**src/rtl/adder_i4_o3_err_monitor.sv**
```systemverilog
// adder_i4_o3_err_monitor
// Exhaustive error monitor for a 2-bit + 2-bit approximate adder.
// One accepted start walks dut_in through 0..15, one vector per cycle,
// and compares the 3-bit adder response with the exact sum a + b.
//
// The sweep reports three results:
//   max_err    largest absolute error seen in the sweep
//   err_count  number of vectors with nonzero error, saturating at 16
//   pass       high when max_err <= ET
//
// Optional feature: define ADDER_ERR_MON_FIRSTFAIL_EN to add
// first_fail_valid and first_fail_vec. These latch the first vector in a
// sweep whose error exceeds ET.
//
// Timing: start edge, 16 SWEEP cycles, then one DONE cycle. The done pulse
// therefore lands in cycle 18.

module adder_i4_o3_err_monitor #(
   parameter int unsigned ET = 1
) (
   input  logic       clk,
   input  logic       rst,
   input  logic       start,
   output logic [3:0] dut_in,
   input  logic [2:0] dut_out,
   output logic       busy,
   output logic       done,
   output logic [2:0] max_err,
   output logic [4:0] err_count,
   output logic       pass
`ifdef ADDER_ERR_MON_FIRSTFAIL_EN
   ,
   output logic       first_fail_valid,
   output logic [3:0] first_fail_vec
`endif
);

   typedef enum logic [1:0] {
      IDLE  = 2'd0,
      SWEEP = 2'd1,
      DONE  = 2'd2
   } state_t;

   localparam logic [2:0] ET_LIM   = 3'(ET);
   localparam logic [4:0] CNT_SAT  = 5'd16;
   localparam logic [3:0] LAST_VEC = 4'hF;

   state_t     state;
   state_t     state_next;

   logic [1:0] op_a;
   logic [1:0] op_b;
   logic [2:0] exact_sum;
   logic [2:0] vec_err;
   logic [2:0] max_next;
   logic       accept;

   // Operand split and exact reference sum for the vector on dut_in.
   assign op_a      = dut_in[1:0];
   assign op_b      = dut_in[3:2];
   assign exact_sum = {1'b0, op_a} + {1'b0, op_b};

   // Absolute error of the sampled response, plus the running maximum
   // that includes this vector.
   always_comb begin
      if (dut_out >= exact_sum) begin
         vec_err = dut_out - exact_sum;
      end else begin
         vec_err = exact_sum - dut_out;
      end
      max_next = (vec_err > max_err) ? vec_err : max_err;
   end

   // Status outputs decode straight from the state register. An
   // asynchronous reset therefore drops them immediately.
   assign busy   = (state != IDLE);
   assign done   = (state == DONE);
   assign accept = (state == IDLE) && start;

   // State register.
   always_ff @(posedge clk or posedge rst) begin
      // NOTE: sequential state uses non-blocking assignments, so every
      // register samples the pre-edge values no matter the statement order.
      if (rst) begin
         state <= IDLE;
      end else begin
         state <= state_next;
      end
   end

   // Next-state logic. start is only looked at in IDLE, so a start pulse
   // during SWEEP or DONE has no effect.
   always_comb begin
      // NOTE: assigning a default first keeps every path assigned, so no
      // latch is inferred when a case arm leaves the signal alone.
      state_next = state;
      case (state)
         IDLE: begin
            if (start) begin
               state_next = SWEEP;
            end
         end
         SWEEP: begin
            if (dut_in == LAST_VEC) begin
               state_next = DONE;
            end
         end
         DONE: begin
            state_next = IDLE;
         end
         default: begin
            state_next = IDLE;
         end
      endcase
   end

   // Sweep datapath: vector counter and result accumulators.
   always_ff @(posedge clk or posedge rst) begin
      // NOTE: these are a handful of flops, not a memory. All of them are
      // reset so the outputs read zero as soon as rst rises.
      if (rst) begin
         dut_in    <= '0;
         max_err   <= '0;
         err_count <= '0;
         pass      <= 1'b0;
      end else begin
         case (state)
            IDLE: begin
               if (accept) begin
                  dut_in    <= '0;
                  max_err   <= '0;
                  err_count <= '0;
                  pass      <= 1'b0;
               end
            end
            SWEEP: begin
               max_err <= max_next;
               if ((vec_err != 3'd0) && (err_count != CNT_SAT)) begin
                  err_count <= err_count + 5'd1;
               end
               // Wraps from 15 back to 0 on the final vector.
               dut_in <= dut_in + 4'd1;
            end
            DONE: begin
               // max_err already includes vector 15 by the time DONE is reached.
               pass <= (max_err <= ET_LIM);
            end
            default: begin
               dut_in <= '0;
            end
         endcase
      end
   end

`ifdef ADDER_ERR_MON_FIRSTFAIL_EN
   // Latch the first vector of the sweep whose error exceeds the limit.
   always_ff @(posedge clk or posedge rst) begin
      if (rst) begin
         first_fail_valid <= 1'b0;
         first_fail_vec   <= '0;
      end else if (accept) begin
         first_fail_valid <= 1'b0;
         first_fail_vec   <= '0;
      end else if ((state == SWEEP) && !first_fail_valid && (vec_err > ET_LIM)) begin
         first_fail_valid <= 1'b1;
         first_fail_vec   <= dut_in;
      end
   end
`endif

endmodule

```
**config.mk**
```make
export PLATFORM = sky130hd
export DESIGN_NAME = adder_i4_o3_err_monitor
export DESIGN_NICKNAME = d
export VERILOG_FILES = /design/src/rtl/adder_i4_o3_err_monitor.sv
export SDC_FILE = /design/constraint.sdc
export NUM_CORES = 1
export LEC_CHECK = 0
export CORE_UTILIZATION = 35
export CTS_BUF_LIST = sky130_fd_sc_hd__clkbuf_4
export DETAILED_ROUTE_END_ITERATION = 6
export PLACE_DENSITY = 0.61
export SETUP_SLACK_MARGIN = 0.4
export SLEW_MARGIN = 20
export SYNTH_ARGS = -nofsm -noshare
export SYNTH_HDL_FRONTEND = slang
export SYNTH_SLANG_ARGS = --single-unit
```
**constraint.sdc**
```tcl
create_clock -name clk -period 7.1 [get_ports clk]
set_input_delay 2.13 -clock clk [delete_from_list [all_inputs] [get_ports clk]]
set_output_delay 2.13 -clock clk [all_outputs]
set_load 0.03 [all_outputs]
```
==> results.sh <==
export IMPL_fp_dieW_um=60.6
export IMPL_start_util=0.381
export IMPL_ant_nets=0
export IMPL_holdCritPathClass="reg -> reg"
export IMPL_critical_path_top_delay_family="adder cells"
export IMPL_finalMaxSlewViolations=0
export IMPL_num_io_pins=21
export IMPL_async_reset_ff_frac=1.00
export IMPL_cts_root_buf="clkbuf_4"
export IMPL_crit_path_cell_trace="clkdlybuf4s50_1 -> inv_1 -> ha_1 -> fa_1 -> nand2b_1 -> mux2i_1 -> nor3_1 -> ha_1 -> a21oi_1 -> a311oi_1 -> o21ai_0"
export IMPL_cp_common_cell="ha_1"
export IMPL_first_pass_iters=4
export IMPL_yosysWarningCount=0
export IMPL_synth_nets=152
export IMPL_diodes=0
export IMPL_start_kind="input port"
export IMPL_synth_edff_count=0
export IMPL_vias=1001
export IMPL_arrival_ps=4900
export IMPL_dp_hpwl_um=1920
export IMPL_drcViolationCount=0
export IMPL_num_nets_final=174
export IMPL_ys_types=38
export IMPL_synthesis_area_um2=1200
export IMPL_post_cts_setup_buffers=0
export IMPL_gp_congestion=0.787
export IMPL_cts_hold_fix_buffers=0
export IMPL_setup_worst_path_end_class="flip-flop"
export IMPL_preCtsSetupSlack_ps=2050
export IMPL_crit_required_ps=7250
export IMPL_die_area_um2=3670
export IMPL_cp_slowest_cell="a311oi_1"
export IMPL_finalCritPeriodShare=0.670
export IMPL_fin_crit_ps=4760
export IMPL_clock_latency_ps=280
export IMPL_synth_top_area_frac=0.313
export IMPL_via_per_inst=5.13
export IMPL_cts_buffers=3
export IMPL_routedWlPerCell_um=12.9
export IMPL_cts_resized=0
export IMPL_cap_violations=0
export IMPL_multi_input_area_um2=753
export IMPL_ys_seq_area_frac=0.313
export IMPL_io_buffers=20
export IMPL_grt_pass1_wl_um=4270
export IMPL_clkTransAtPathRegs_ps=90
export IMPL_finalHoldViolCount=0
export IMPL_fin_setup_tns_ps=0
export IMPL_htreeDepth=1
export IMPL_drtIter0Drc=42
export IMPL_overflow=0
export IMPL_path_class="in -> reg"
export IMPL_design_core_area_um2=3150
export IMPL_antenna_found_initial=0
export IMPL_setup_viol=0
export IMPL_yosys_top_cells_area="dfrtp_1 31%, ha_1 14%, fa_1 5.0%"
export IMPL_wl_um=2510
export IMPL_grt_max_degree=21
export IMPL_drive_gt1_frac=0.0861
export IMPL_cp_buffers_inverters=2
export IMPL_slew_limit_headroom=0.571
export IMPL_ys_flop_type="dfrtp_1"
export IMPL_fmax_mhz=210
export IMPL_cts_sinks=15
export IMPL_syn2layout_area_growth_pct=22.8
export IMPL_grt_use_total=0.156
export IMPL_grt_pass1_vias=922
export IMPL_status="finished, final reports clean"
export IMPL_die_h_um=60.6
export IMPL_worst_pin_slew_ps=639
export IMPL_ys_ff_latch=15
export IMPL_seqCellArea_um2=375
export IMPL_cts_buffer_depth=2
export IMPL_path_max_fanout=5
export IMPL_rows=20
export IMPL_grt_setup_unrepaired="false"
export IMPL_post_synth_cell_area_avg_um2=9.23
export IMPL_slowest_delay_ps=520
export IMPL_yosysTopAreaCell="dfrtp_1"
export IMPL_worst_slack_ps=2340
export IMPL_skew_ps=3.16
export IMPL_syn_inst=130
export IMPL_fillerInstances=337
export IMPL_cts_tree="built"
[per-layer routing]
metal / track usage / part of all wire / vias up
li1: - / - / 497
met1: 0.211 / 0.49 / 482
met2: 0.256 / 0.47 / 20
met3: 0.0448 / 0.040 / 2
met4: 0.0195 / 0.0028 / 0
met5: 0 / 0 / -
[flip-flops by register name, summed over array words and instances (netlist names)]
name,flops
err_count,5
dut_in,4
max_err,3
state,2
pass,1
[cell usage after synthesis, types with 2 or more instances]
master,instances
nor2_1,5
xnor2_1,2
ha_1,13
nand3_1,3
nor3_1,2
dfrtp_1,15
clkbuf_1,3
o21ai_0,10
nand2b_1,4
nor2b_1,2
a21oi_1,5
nand4_1,2
o21bai_1,2
nor3b_1,3
inv_1,16
o22ai_1,2
fa_1,3
mux2i_1,2
o211ai_1,2
nand2_1,16
[final cells by class]
type | instances | share of cell area
timing repair buffer | 20 | 0.136
clock buffer | 4 | 0.0204
inverter | 16 | 0.0407
tap | 44 | 0.0374
sequential | 15 | 0.255
multi-input combinational | 96 | 0.511
[worst register-to-register path: cells and delay by family (launching register included)]
kind                       cells  cell delay, ps
AOI/OAI and AO/OA              5            1120
adders and majority gates      4            1160
buffers and inverters          3             230
DFF                            1             470
muxes                          1             410
and+or+nand+nor                1              80
[final timing paths]
check | cells after the start | from | slack (ps) | end
max in group asynchronous | 2 | rst | 4530 | err_count[4]
worst min register to register | 1 | pass | 510 | pass
worst min-delay path | 1 | pass | 510 | pass
min in group asynchronous | 2 | rst | 2200 | err_count[3]
worst max-delay path | 11 | dut_out[0] | 2340 | max_err[1]
worst max register to register | 14 | dut_in[2] | 3500 | max_err[1]
[per-stage QoR]
stage	util	cells	hold slack (ps)	area [µm²]
after floorplan	-	130	594	1200
after global placement	0.458	191	476	1440
after detailed placement	0.458	191	498	1440
after CTS	0.467	195	520	1470
after global routing	0.467	195	538	1470
final	0.467	195	509	1470
[placed cells by master, fill, tap and decap left out, types with 2 or more instances in the layout]
cell type and instances:
nor3b_1 3, ha_1 13, o21bai_1 2, o21ai_0 10
nand2_1 16, inv_1 16, fa_1 3, nor3_1 2
nor2_1 5, o211ai_1 2, dfrtp_1 15, clkbuf_4 4
nand4_1 2, nand2b_1 4, nor2b_1 2, xnor2_1 2
clkdlybuf4s50_1 20, mux2i_1 2, nand3_1 3, a21oi_1 5
o22ai_1 2
[cells by family (layout without fill, tap and decap cells)]
group | Yosys count | count (layout) | share of synthesized area
xor+xnor | 2 | 2 | 0.0146
simple gates | 44 | 44 | 0.203
flops | 15 | 15 | 0.313
buf+inv | 19 | 40 | 0.0594
mux | 3 | 3 | 0.0261
compound gates | 31 | 31 | 0.198
fa+ha+maj | 16 | 16 | 0.186
Power is left out: the tool's default activity adds up to more than one toggle a clock period on the data nets, which glitch-free logic cannot reach.
